[config.mk]
export PLATFORM = sky130hd
export DESIGN_NAME = sdram_port_arbiter
export DESIGN_NICKNAME = d
export VERILOG_FILES = /design/src/rtl/sdram_port_arbiter.sv
export SDC_FILE = /design/constraint.sdc
export NUM_CORES = 1
export LEC_CHECK = 0
export CORE_MARGIN = 2
export CORE_UTILIZATION = 34
export CTS_CLUSTER_SIZE = 16
export DETAILED_ROUTE_END_ITERATION = 8
export HOLD_SLACK_MARGIN = 0.05
export PLACE_DENSITY_LB_ADDON = 0.15
export SYNTH_ARGS = -nofsm -noshare
export SYNTH_HDL_FRONTEND = slang
export SYNTH_SLANG_ARGS = --single-unit
[constraint.sdc]
create_clock -name clk -period 2.97 [get_ports clk]
set_input_delay 0.891 -clock clk [delete_from_list [all_inputs] [get_ports clk]]
set_output_delay 0.891 -clock clk [all_outputs]
set_load 0.005 [all_outputs]
[src/rtl/sdram_port_arbiter.sv]
// Multi-channel burst front-end for the SDRAM controller req/ack interface.
// Arbitrates between client channels, runs one burst at a time, streams data and pulses done.
module sdram_port_arbiter #(
  parameter int unsigned NUM_CH  = 4,
  parameter int unsigned ADDR_W  = 20,
  parameter int unsigned DATA_W  = 16,
  parameter int unsigned BURST_W = 10,
  parameter int unsigned RR_MODE = 1
) (
  input  logic                      clk,
  input  logic                      rst_n,
  input  logic [NUM_CH-1:0]         ch_req,
  input  logic [NUM_CH-1:0]         ch_we,
  input  logic [NUM_CH*ADDR_W-1:0]  ch_addr,
  input  logic [NUM_CH*BURST_W-1:0] ch_len,
  input  logic [NUM_CH*DATA_W-1:0]  ch_wdata,
  output logic [NUM_CH-1:0]         ch_gnt,
  output logic [NUM_CH-1:0]         ch_wr_next,
  output logic [NUM_CH-1:0]         ch_rd_valid,
  output logic [DATA_W-1:0]         ch_rdata,
  output logic [NUM_CH-1:0]         ch_done,
  output logic                      busy,
  output logic                      sdram_wr_req,
  output logic [ADDR_W-1:0]         sdram_wr_addr,
  output logic [BURST_W-1:0]        sdram_wr_burst,
  output logic [DATA_W-1:0]         sdram_din,
  input  logic                      sdram_wr_ack,
  output logic                      sdram_rd_req,
  output logic [ADDR_W-1:0]         sdram_rd_addr,
  output logic [BURST_W-1:0]        sdram_rd_burst,
  input  logic                      sdram_rd_ack,
  input  logic [DATA_W-1:0]         sdram_dout
);

  localparam int unsigned IDX_W = (NUM_CH > 1) ? $clog2(NUM_CH) : 1;

  typedef enum logic [1:0] {S_IDLE, S_XFER, S_DONE} state_e;

  state_e             state_q, state_d;
  logic [NUM_CH-1:0]  gnt_q, gnt_d;
  logic [IDX_W-1:0]   idx_q, idx_d;
  logic [IDX_W-1:0]   rr_q, rr_d;
  logic [ADDR_W-1:0]  addr_q, addr_d;
  logic [BURST_W-1:0] len_q, len_d;
  logic [BURST_W-1:0] cnt_q, cnt_d;
  logic               we_q, we_d;
  logic [DATA_W-1:0]  rdata_q, rdata_d;
  logic [NUM_CH-1:0]  rd_valid_q, rd_valid_d;

  logic               found;
  logic [IDX_W-1:0]   win;
  logic [IDX_W-1:0]   cand_idx;
  int unsigned        cand;
  logic               wr_act, rd_act, ack;

  // Round-robin scans starting just after the last granted index; fixed mode scans from 0.
  always_comb begin
    found    = 1'b0;
    win      = '0;
    cand     = 0;
    cand_idx = '0;
    for (int unsigned k = 0; k < NUM_CH; k++) begin
      if (RR_MODE != 0) cand = (32'(rr_q) + 1 + k) % NUM_CH;
      else              cand = k;
      cand_idx = IDX_W'(cand);
      if (!found && ch_req[cand_idx]) begin
        found = 1'b1;
        win   = cand_idx;
      end
    end
  end

  assign wr_act = (state_q == S_XFER) && we_q;
  assign rd_act = (state_q == S_XFER) && !we_q;
  assign ack    = (wr_act && sdram_wr_ack) || (rd_act && sdram_rd_ack);

  always_comb begin
    state_d    = state_q;
    gnt_d      = gnt_q;
    idx_d      = idx_q;
    rr_d       = rr_q;
    addr_d     = addr_q;
    len_d      = len_q;
    we_d       = we_q;
    cnt_d      = cnt_q;
    rdata_d    = rdata_q;
    rd_valid_d = '0;
    unique case (state_q)
      S_IDLE: begin
        if (found) begin
          gnt_d      = '0;
          gnt_d[win] = 1'b1;
          idx_d      = win;
          rr_d       = win;
          addr_d     = ch_addr[win*ADDR_W +: ADDR_W];
          len_d      = ch_len[win*BURST_W +: BURST_W];
          we_d       = ch_we[win];
          cnt_d      = '0;
          state_d    = (ch_len[win*BURST_W +: BURST_W] == '0) ? S_DONE : S_XFER;
        end
      end
      S_XFER: begin
        if (rd_act && sdram_rd_ack) begin
          rdata_d    = sdram_dout;
          rd_valid_d = gnt_q;
        end
        if (ack) begin
          cnt_d = cnt_q + 1'b1;
          if (cnt_q == len_q - 1'b1) state_d = S_DONE;
        end
      end
      S_DONE: begin
        gnt_d   = '0;
        state_d = S_IDLE;
      end
      default: state_d = S_IDLE;
    endcase
  end

  always_ff @(posedge clk or negedge rst_n) begin
    if (!rst_n) begin
      state_q    <= S_IDLE;
      gnt_q      <= '0;
      idx_q      <= '0;
      rr_q       <= IDX_W'(NUM_CH - 1);
      addr_q     <= '0;
      len_q      <= '0;
      cnt_q      <= '0;
      we_q       <= 1'b0;
      rdata_q    <= '0;
      rd_valid_q <= '0;
    end else begin
      state_q    <= state_d;
      gnt_q      <= gnt_d;
      idx_q      <= idx_d;
      rr_q       <= rr_d;
      addr_q     <= addr_d;
      len_q      <= len_d;
      cnt_q      <= cnt_d;
      we_q       <= we_d;
      rdata_q    <= rdata_d;
      rd_valid_q <= rd_valid_d;
    end
  end

  // Controller-side buses are held at zero outside an active burst of that direction.
  assign sdram_wr_req   = wr_act;
  assign sdram_wr_addr  = wr_act ? addr_q : '0;
  assign sdram_wr_burst = wr_act ? len_q  : '0;
  assign sdram_din      = wr_act ? ch_wdata[idx_q*DATA_W +: DATA_W] : '0;
  assign sdram_rd_req   = rd_act;
  assign sdram_rd_addr  = rd_act ? addr_q : '0;
  assign sdram_rd_burst = rd_act ? len_q  : '0;

  assign ch_gnt      = gnt_q;
  assign ch_wr_next  = (wr_act && sdram_wr_ack) ? gnt_q : '0;
  assign ch_rd_valid = rd_valid_q;
  assign ch_rdata    = rdata_q;
  assign ch_done     = (state_q == S_DONE) ? gnt_q : '0;
  assign busy        = (state_q != S_IDLE);

endmodule

==> results.cfg, run 1 <==
[status]
outcome = finished clean

[route]
drcViolationCount = 0
first_pass_iters = 4
routed_via_density = 4.98
vias = 5657
wirelength_mm = 19.6
avgRoutedWirePerCell_um = 17.2
drt_iter0_drc = 186
ant_nets = 0

[finish]
area_growth_pct = 77.8
layout_common_cells = clkdlybuf4s50_1, nand2_1, and2_1
n_antenna_cell = 0
regArea_mm2 = 0.00178
layout-drive-gt1-share_pct = 14.4
fillers = 1242
multiInputGateArea_mm2 = 0.00318
nNetsFinal = 1162
layout_commonest_cell = clkdlybuf4s50_1

[yosys]
yosys_warnings = 0
yosys.area_share.simple_pct = 33.6
ys_types = 54
synth_xor_area_share_pct = 3.62
async_reset_ff_share_pct = 100
synth_flop_cell = dfrtp_1
synth_cells = 616
syn_avg_cell_area_um2 = 8.25
synth_edf_count = 0
synthAdderAreaFrac_pct = 0.492
ys_seq_area_share_pct = 35.0
synth_area_mm2 = 0.00508
syn-num-nets = 830
ys_seq_elements = 71
synth_top_family_by_area = simple AND/OR/NAND/NOR gates
muxShareOfSynthArea_pct = 13.7
synth_compound_area_share_pct = 9.62

[critical_path]
worstSetupStartpointType = primary input
ff2ff_setup_slack_ns = 0.35
crit_fanout = 1
endpoint_kind = output port
cp.arrival_ns = 2.05
cp.required_ns = 2.08
criticalPathCategory = primary input to output port

[place]
post-place-ws_ns = -0.468
port_buffers = 322
hpwl_mm = 15.8
routabilityCongestion = 0.839

[floorplan]
dieHeight_um = 126
core_mm2 = 0.0146
row_count = 44
die_x_um = 126
initial_core_util_pct = 34.8
pin_count = 323
die_area_mm2 = 0.0159

[sta]
fmax_mhz = 340
layout_setup_ws_ns = 0.0282
tightest_slew_ns = 0.903
finalMaxSlewViolations = 0
hold_slack_ns = 0.499
period_share_pct = 99.1
finClkSkew_ns = 0.00789
final.min_clock_period_ns = 2.94
setup_viol = 0
final_hold_viol_count = 0
slew_headroom_pct = 39.8

[clock_tree]
cts-htree-levels = 3
clk_pin_slew_ns = 0.06
cts_made_buffers = 9
cts_tree = done
cts_sinks = 71
clock-root-buffer = clkbuf_16
clk_latency_ns = 0.33
ctsLongestPathBuffers = 2

[grt]
grt_max_degree = 72
antenna_found_initial = 0
first_global_vias = 5602
grt_pass1_wl_mm = 30.0
grtUsageTotal_pct = 23.7
grt-ovfl-total = 0

[power]
irDropWorstVdd_uv = 361
p_per_area_mw_per_mm2 = 851
p_leak_nw = 3.93

[worst_hold_path]
hold_path.class = flip-flop to flip-flop

[flow_run]
cap_violations = 0
layer usage:
metal	GRT usage (%)	part of all wire [%]
met5	0	0
met4	4.33	1.0
met1	30.5	41
met3	4.25	6.0
met2	42.1	52
stage by stage:
stage          instances  cell area, um2  utilization [%]  total power, mW  TNS (ns)
6_report            1137            9040             61.9             7.69         0
5_1_grt             1137            9040             61.9             8.25  -0.00145
4_1_cts             1136            9030             61.9             7.73   -0.0144
3_5_place_dp        1119            8740             59.9             6.58    -10.16
3_3_place_gp        1119            8740             59.9             6.47     -8.48
2_1_floorplan        616            5080                -             4.16         0
cells in the mapped netlist, types with 2 or more instances:
| cell | n | area share (%) |
|---|---|---|
| o211ai_1 | 2 | 0.30 |
| and2_1 | 77 | 9.5 |
| clkbuf_1 | 28 | 2.1 |
| a211oi_1 | 3 | 0.44 |
| ha_1 | 2 | 0.49 |
| a31oi_1 | 5 | 0.62 |
| nor2_1 | 23 | 1.7 |
| dfstp_2 | 2 | 1.0 |
| a41oi_1 | 3 | 0.52 |
| mux2_2 | 16 | 3.5 |
| dfrtp_1 | 69 | 34 |
| o31ai_1 | 6 | 0.89 |
| a221oi_1 | 2 | 0.34 |
| buf_1 | 11 | 0.81 |
| o21ai_1 | 23 | 2.3 |
| nand2b_1 | 4 | 0.49 |
| o32ai_1 | 4 | 0.69 |
| nand3_1 | 53 | 5.2 |
| and3_1 | 16 | 2.0 |
| xnor2_1 | 12 | 2.1 |
| nor3_1 | 11 | 1.1 |
| buf_2 | 4 | 0.39 |
| mux2i_1 | 2 | 0.39 |
| nand2_1 | 161 | 12 |
| o21ai_0 | 4 | 0.39 |
| a21oi_1 | 5 | 0.49 |
| o21a_1 | 2 | 0.30 |
| inv_1 | 10 | 0.74 |
| mux4_2 | 22 | 9.7 |
| xor2_1 | 9 | 1.6 |
| nor2b_1 | 2 | 0.25 |
critical path: stages:
cell and delay (ns):
clkdlybuf4s50_1 0.42, mux4_2 0.47, and2_4 0.15, buf_2 0.12
state kept, by name (all words and copies together), names as in the netlist:
| register | cells |
|---|---|
| ch_rd_valid | 4 |
| idx_q | 2 |
| cnt_q | 10 |
| len_q | 10 |
| we_q | 1 |
| ch_gnt | 4 |
| addr_q | 20 |
| state_q | 2 |
| ch_rdata | 16 |
| rr_q | 2 |
final timing paths:
check,cells past startpoint,start,end
worst max-delay path,4,ch_wdata[43],sdram_din[11]
worst min-delay path,2,idx_q[1],idx_q[1]
worst max register to register,8,rr_q[1],state_q[1]
worst min register to register,2,idx_q[1],idx_q[1]
max in group asynchronous,1,rst_n,state_q[0]
min in group asynchronous,1,rst_n,ch_rdata[14]
logic make-up after synthesis:
family | count (synthesis)
muxes | 40
xor gates and xnor gates | 21
and+or+nand+nor | 357
adders and majority gates | 2
buffers and inverters | 53
AOI/OAI and AO/OA | 72
DFF | 71
where the power goes:
group / internal [mW] / leakage (nW) / switching, mW
registers: 1.39 / 0.882 / 0.382
clock network: 0.660 / 0.143 / 0.447
logic: 2.62 / 2.90 / 2.19
total: 4.67 / 3.93 / 3.02
cell type report:
cell class,instances,area share [%]
clock inverter,7,0.886
timing repair buffer,364,38.8
inverter,10,0.415
sequential,71,19.7
tap,184,2.55
clock buffer,9,2.49
multi-input combinational,492,35.1
what timing repair did:
item / in CTS / in global routing
gates resized for setup: 89 / 2
cloned: 0 / 0
setup endpoints to repair: 75 / 4
pin swaps: 16 / 2
buffers inserted: 1 / 1
hold buffers: 0 / 0
Note: power is estimated with default switching activity, not from simulation.
==> run 2: changes to the inputs <==
- CELL_PAD_IN_SITES_DETAIL_PLACEMENT: unset -> 1
- CELL_PAD_IN_SITES_GLOBAL_PLACEMENT: unset -> 2
- CORE_UTILIZATION: 34 -> 17
- SLEW_MARGIN: unset -> 20
==> results.cfg, run 2 (same netlist as run 1, synthesis figures left out) <==
[status]
outcome = finished clean

[place]
port_buffers = 322
placed_area_mm2 = 0.00913
hpwl_mm = 19.2
routabilityCongestion = 0.745

[flow_run]
cap_violations = 0

[clock_tree]
clock-root-buffer = clkbuf_16
ctsLongestPathBuffers = 2
cts_made_buffers = 9
clk_latency_ns = 0.34
cts_tree = done
clk_pin_slew_ns = 0.06
cts-htree-levels = 3
hold_buffers = 0
cts_sinks = 71

[critical_path]
crit_fanout = 1
cp.arrival_ns = 2.05
cp.required_ns = 2.08
timing.rr.start = rr_q[1]
endpoint_kind = output port
r2r-end = state_q[1]
worstSetupStartpointType = primary input
reg2reg_depth = 7
criticalPathCategory = primary input to output port
ff2ff_setup_slack_ns = 0.35

[route]
avgRoutedWirePerCell_um = 17.6
first_pass_iters = 4
vias = 5610
ant_nets = 0
wirelength_mm = 23.9
drt_iter0_drc = 164
drcViolationCount = 0
routed_via_density = 4.12

[sta]
tightest_slew_ns = 0.436
period_share_pct = 99.2
finClkSkew_ns = 0.00752
rsz0062_at_grt = false
setup_viol = 0
final_hold_viol_count = 0
finalMaxSlewViolations = 0
final.min_clock_period_ns = 2.95
fmax_mhz = 340
slew_headroom_pct = 70.9

[finish]
largest_register_ffs = 20
multiInputGateArea_mm2 = 0.00322
nNetsFinal = 1177
final_area_mm2 = 0.00954
layout-drive-gt1-share_pct = 16.4
regArea_mm2 = 0.00178
area_growth_pct = 87.7
fillers = 3477
top_register = addr_q
layout_common_cells = clkdlybuf4s50_1, nand2_1, and2_1
layout_commonest_cell = clkdlybuf4s50_1

[floorplan]
pin_count = 323
core_mm2 = 0.0296
initial_core_util_pct = 17.2
die_area_mm2 = 0.0313
row_count = 63
die_x_um = 177
dieHeight_um = 177

[power]
p_leak_nw = 4.15
irDropWorstVdd_uv = 255
power.total_mw = 8.10
p_per_area_mw_per_mm2 = 850

[grt]
first_global_vias = 6049
grt-ovfl-total = 0
grt_pass1_wl_mm = 36.2
antenna_found_initial = 2
grtUsageTotal_pct = 15.1
grt_max_degree = 45

[worst_hold_path]
hold_path.class = primary input to async pin
-- run 2: layout make-up --
cell class	count	share of cell area [%]
inverters	10	0.393
clock inverters	7	0.905
clock buffers	9	2.36
repair buffers	379	38.8
diodes	3	0.0787
multi-input cells	492	33.7
flip-flops and latches	71	18.7
well taps	390	5.11
-- run 2: what timing repair did --
action                                  in CTS  in global routing
cloned                                       0                  0
endpoints found under the setup margin      66                 47
gates resized for setup                     76                 30
pin swaps                                   11                  3
setup buffers                                1                  4
-- run 2: worst max-delay path by stage --
stage	startpoint	endpoint	slack (ns)
floorplan	idx_q[0]	sdram_din[10]	0.11
global placement	ch_wdata[61]	sdram_din[13]	-0.34
detailed placement	ch_req[1]	state_q[1]	-0.35
CTS	ch_wdata[8]	sdram_din[8]	-0.009
global route	ch_wdata[35]	sdram_din[3]	0.0005
finish	ch_wdata[11]	sdram_din[11]	0.02
-- run 2: routing by layer --
metal / wire, um / global-route usage (%) / part of all wire, %
met5: 0 / 0 / 0
met4: 224 / 2.75 / 0.94
met3: 1510 / 4.27 / 6.3
met2: 11100 / 24.1 / 46
met1: 11100 / 20.5 / 46
-- run 2: through the flow --
stage / hold slack [ns] / utilization, % / setup WS, ns / instances / TNS (ns)
finish: 0.485 / 32.3 / 0.0246 / 1361 / 0
global route: 0.506 / 32.3 / 0.000503 / 1359 / 0
CTS: 0.496 / 31.8 / -0.00862 / 1354 / -0.00862
detailed placement: 0.493 / 30.9 / -0.349 / 1337 / -9.55
global placement: 0.476 / 30.9 / -0.337 / 1337 / -9.70
floorplan: 0.461 / - / 0.107 / 616 / 0
-- run 2: report_power, final --
group / internal (mW) / switching, mW / leakage [nW]
combinational: 2.77 / 2.39 / 3.11
clock: 0.670 / 0.487 / 0.150
sequential: 1.39 / 0.406 / 0.881
total: 4.83 / 3.28 / 4.15
-- run 2: critical path: stages --
cell	delay, ns
clkdlybuf4s50_1	0.42
mux4_2	0.48
and2_4	0.16
buf_6	0.11
==> run 3: changes to the inputs <==
- CAP_MARGIN: unset -> 40
- CORE_UTILIZATION: 17 -> 19
- CTS_BUF_LIST: unset -> sky130_fd_sc_hd__clkbuf_16
- clock period: 2.97 -> 3.1 ns (I/O delays scaled with it)
==> results.cfg, run 3 (same netlist as run 1, synthesis figures left out) <==
[critical_path]
endpoint_kind = output port
cp.required_ns = 2.17
worstPathCellList = clkdlybuf4s50_1 -> mux4_2 -> and2_4 -> buf_2
cp.arrival_ns = 2.10
slowest_delay_ns = 0.46
worstSetupStartpointType = primary input
crit_fanout = 1
slowest_stage = mux4_2
criticalPathCategory = primary input to output port

[sta]
final.min_clock_period_ns = 3.03
slew_headroom_pct = 67.0
finClkSkew_ns = 0.00697
period_share_pct = 97.7
hold_slack_ns = 0.479
rsz0062_at_grt = false
layout_setup_ws_ns = 0.0712
setup_viol = 0
final_hold_viol_count = 0
tightest_slew_ns = 0.495
finalMaxSlewViolations = 0
fmax_mhz = 330

[place]
port_buffers = 322
post-place-ws_ns = -0.511
placed_area_mm2 = 0.00905
hpwl_mm = 18.9
routabilityCongestion = 0.773

[clock_tree]
clk_pin_slew_ns = 0.06
cts_made_buffers = 9
ctsLongestPathBuffers = 2
hold_buffers = 0
cts_tree = done
cts-htree-levels = 3
cts_sinks = 71
clk_latency_ns = 0.34
clock-root-buffer = clkbuf_16

[route]
drt_iter0_drc = 230
avgRoutedWirePerCell_um = 17.9
vias = 5622
first_pass_iters = 4
drcViolationCount = 0
ant_nets = 0
routed_via_density = 4.32
wirelength_mm = 23.3

[finish]
layout_commonest_cell = clkdlybuf4s50_1
area_growth_pct = 84.1
nNetsFinal = 1175
n_antenna_cell = 0
layout-drive-gt1-share_pct = 15.4
top_register = addr_q
layout_common_cells = clkdlybuf4s50_1, nand2_1, and2_1
final_area_mm2 = 0.00936
largest_register_ffs = 20
finish.utilization_pct = 35.8

[floorplan]
die_x_um = 168
row_count = 59
die_area_mm2 = 0.0281
dieHeight_um = 168
pin_count = 323
core_mm2 = 0.0261
initial_core_util_pct = 19.5

[power]
irDropWorstVdd_uv = 303
p_per_area_mw_per_mm2 = 801
p_leak_nw = 4.06

[status]
outcome = finished clean

[grt]
grtUsageTotal_pct = 16.4
grt-ovfl-total = 0
grt_pass1_wl_mm = 35.3
first_global_vias = 6003
antenna_found_initial = 0
grt_max_degree = 39

[worst_hold_path]
hold_path.class = flip-flop to flip-flop

[flow_run]
cap_violations = 0
[run 3: cell count changes in the layout (fill, tap and decap cells not counted), sizes merged, moves of 2 or more]
cell,delta
dlymetal6s2s,-2
clkinvlp,+2
buf,-8
dlygate4sd2,-3
clkdlybuf4s50,+5
diode,-3
inv,-4
clkinv,+3
clkbuf,+6
[run 3: path summary, 6_finish.rpt]
kind / from / end / slack, ns / cells past startpoint
max in group asynchronous: rst_n / addr_q[19] / 1.97 / 2
hold reg to reg: idx_q[1] / idx_q[1] / 0.48 / 2
hold / removal: idx_q[1] / idx_q[1] / 0.48 / 2
min in group asynchronous: rst_n / ch_rdata[8] / 0.54 / 1
setup / recovery: ch_wdata[14] / sdram_din[14] / 0.07 / 4
setup reg to reg: rr_q[1] / state_q[1] / 0.45 / 8
[run 3: layout make-up]
| type | count | area, um2 |
|---|---|---|
| Clock buffer | 9 | 225 |
| Inverter | 10 | 37.5 |
| Timing Repair Buffer | 377 | 3680 |
| Clock inverter | 7 | 40.0 |
| Sequential cell | 71 | 1780 |
| Multi-Input combinational cell | 492 | 3180 |
| Fill cell | 3085 | 16800 |
| Tap cell | 335 | 419 |
[run 3: power breakdown]
group          total (mW)  leakage [nW]  internal [mW]  switching [mW]
registers            1.72         0.881           1.33           0.395
clock network       0.950         0.122          0.533           0.417
logic                4.83          3.06           2.62            2.21
[run 3: what timing repair did]
item | CTS | global route
buffers inserted | 0 | 6
setup endpoints to repair | 38 | 44
resized for setup | 59 | 26
pin swaps | 0 | 3
[run 3: worst max-delay path: cells and delay by family]
family | cells | cell delay (ns)
buffers and inverters | 2 | 0.53
multiplexers | 1 | 0.46
AND/OR/NAND/NOR | 1 | 0.17
[run 3: metrics by stage]
stage	TNS [ns]	power (mW)	std cells
after floorplan	0	3.98	616
after global placement	-8.03	6.60	1279
after detailed placement	-8.89	6.64	1279
after CTS	-0.0439	7.62	1295
after global routing	0	8.16	1301
final	0	7.50	1301
[run 3: layer usage]
metal / wire (um) / up-vias / part of all wire [%] / track usage (%)
met4: 301 / 0 / 1.3 / 3.93
met2: 11200 / 166 / 48 / 27.7
met1: 10200 / 2645 / 44 / 20.4
met5: 0 / - / 0 / 0
met3: 1530 / 17 / 6.6 / 5.03
li1: - / 2794 / - / -
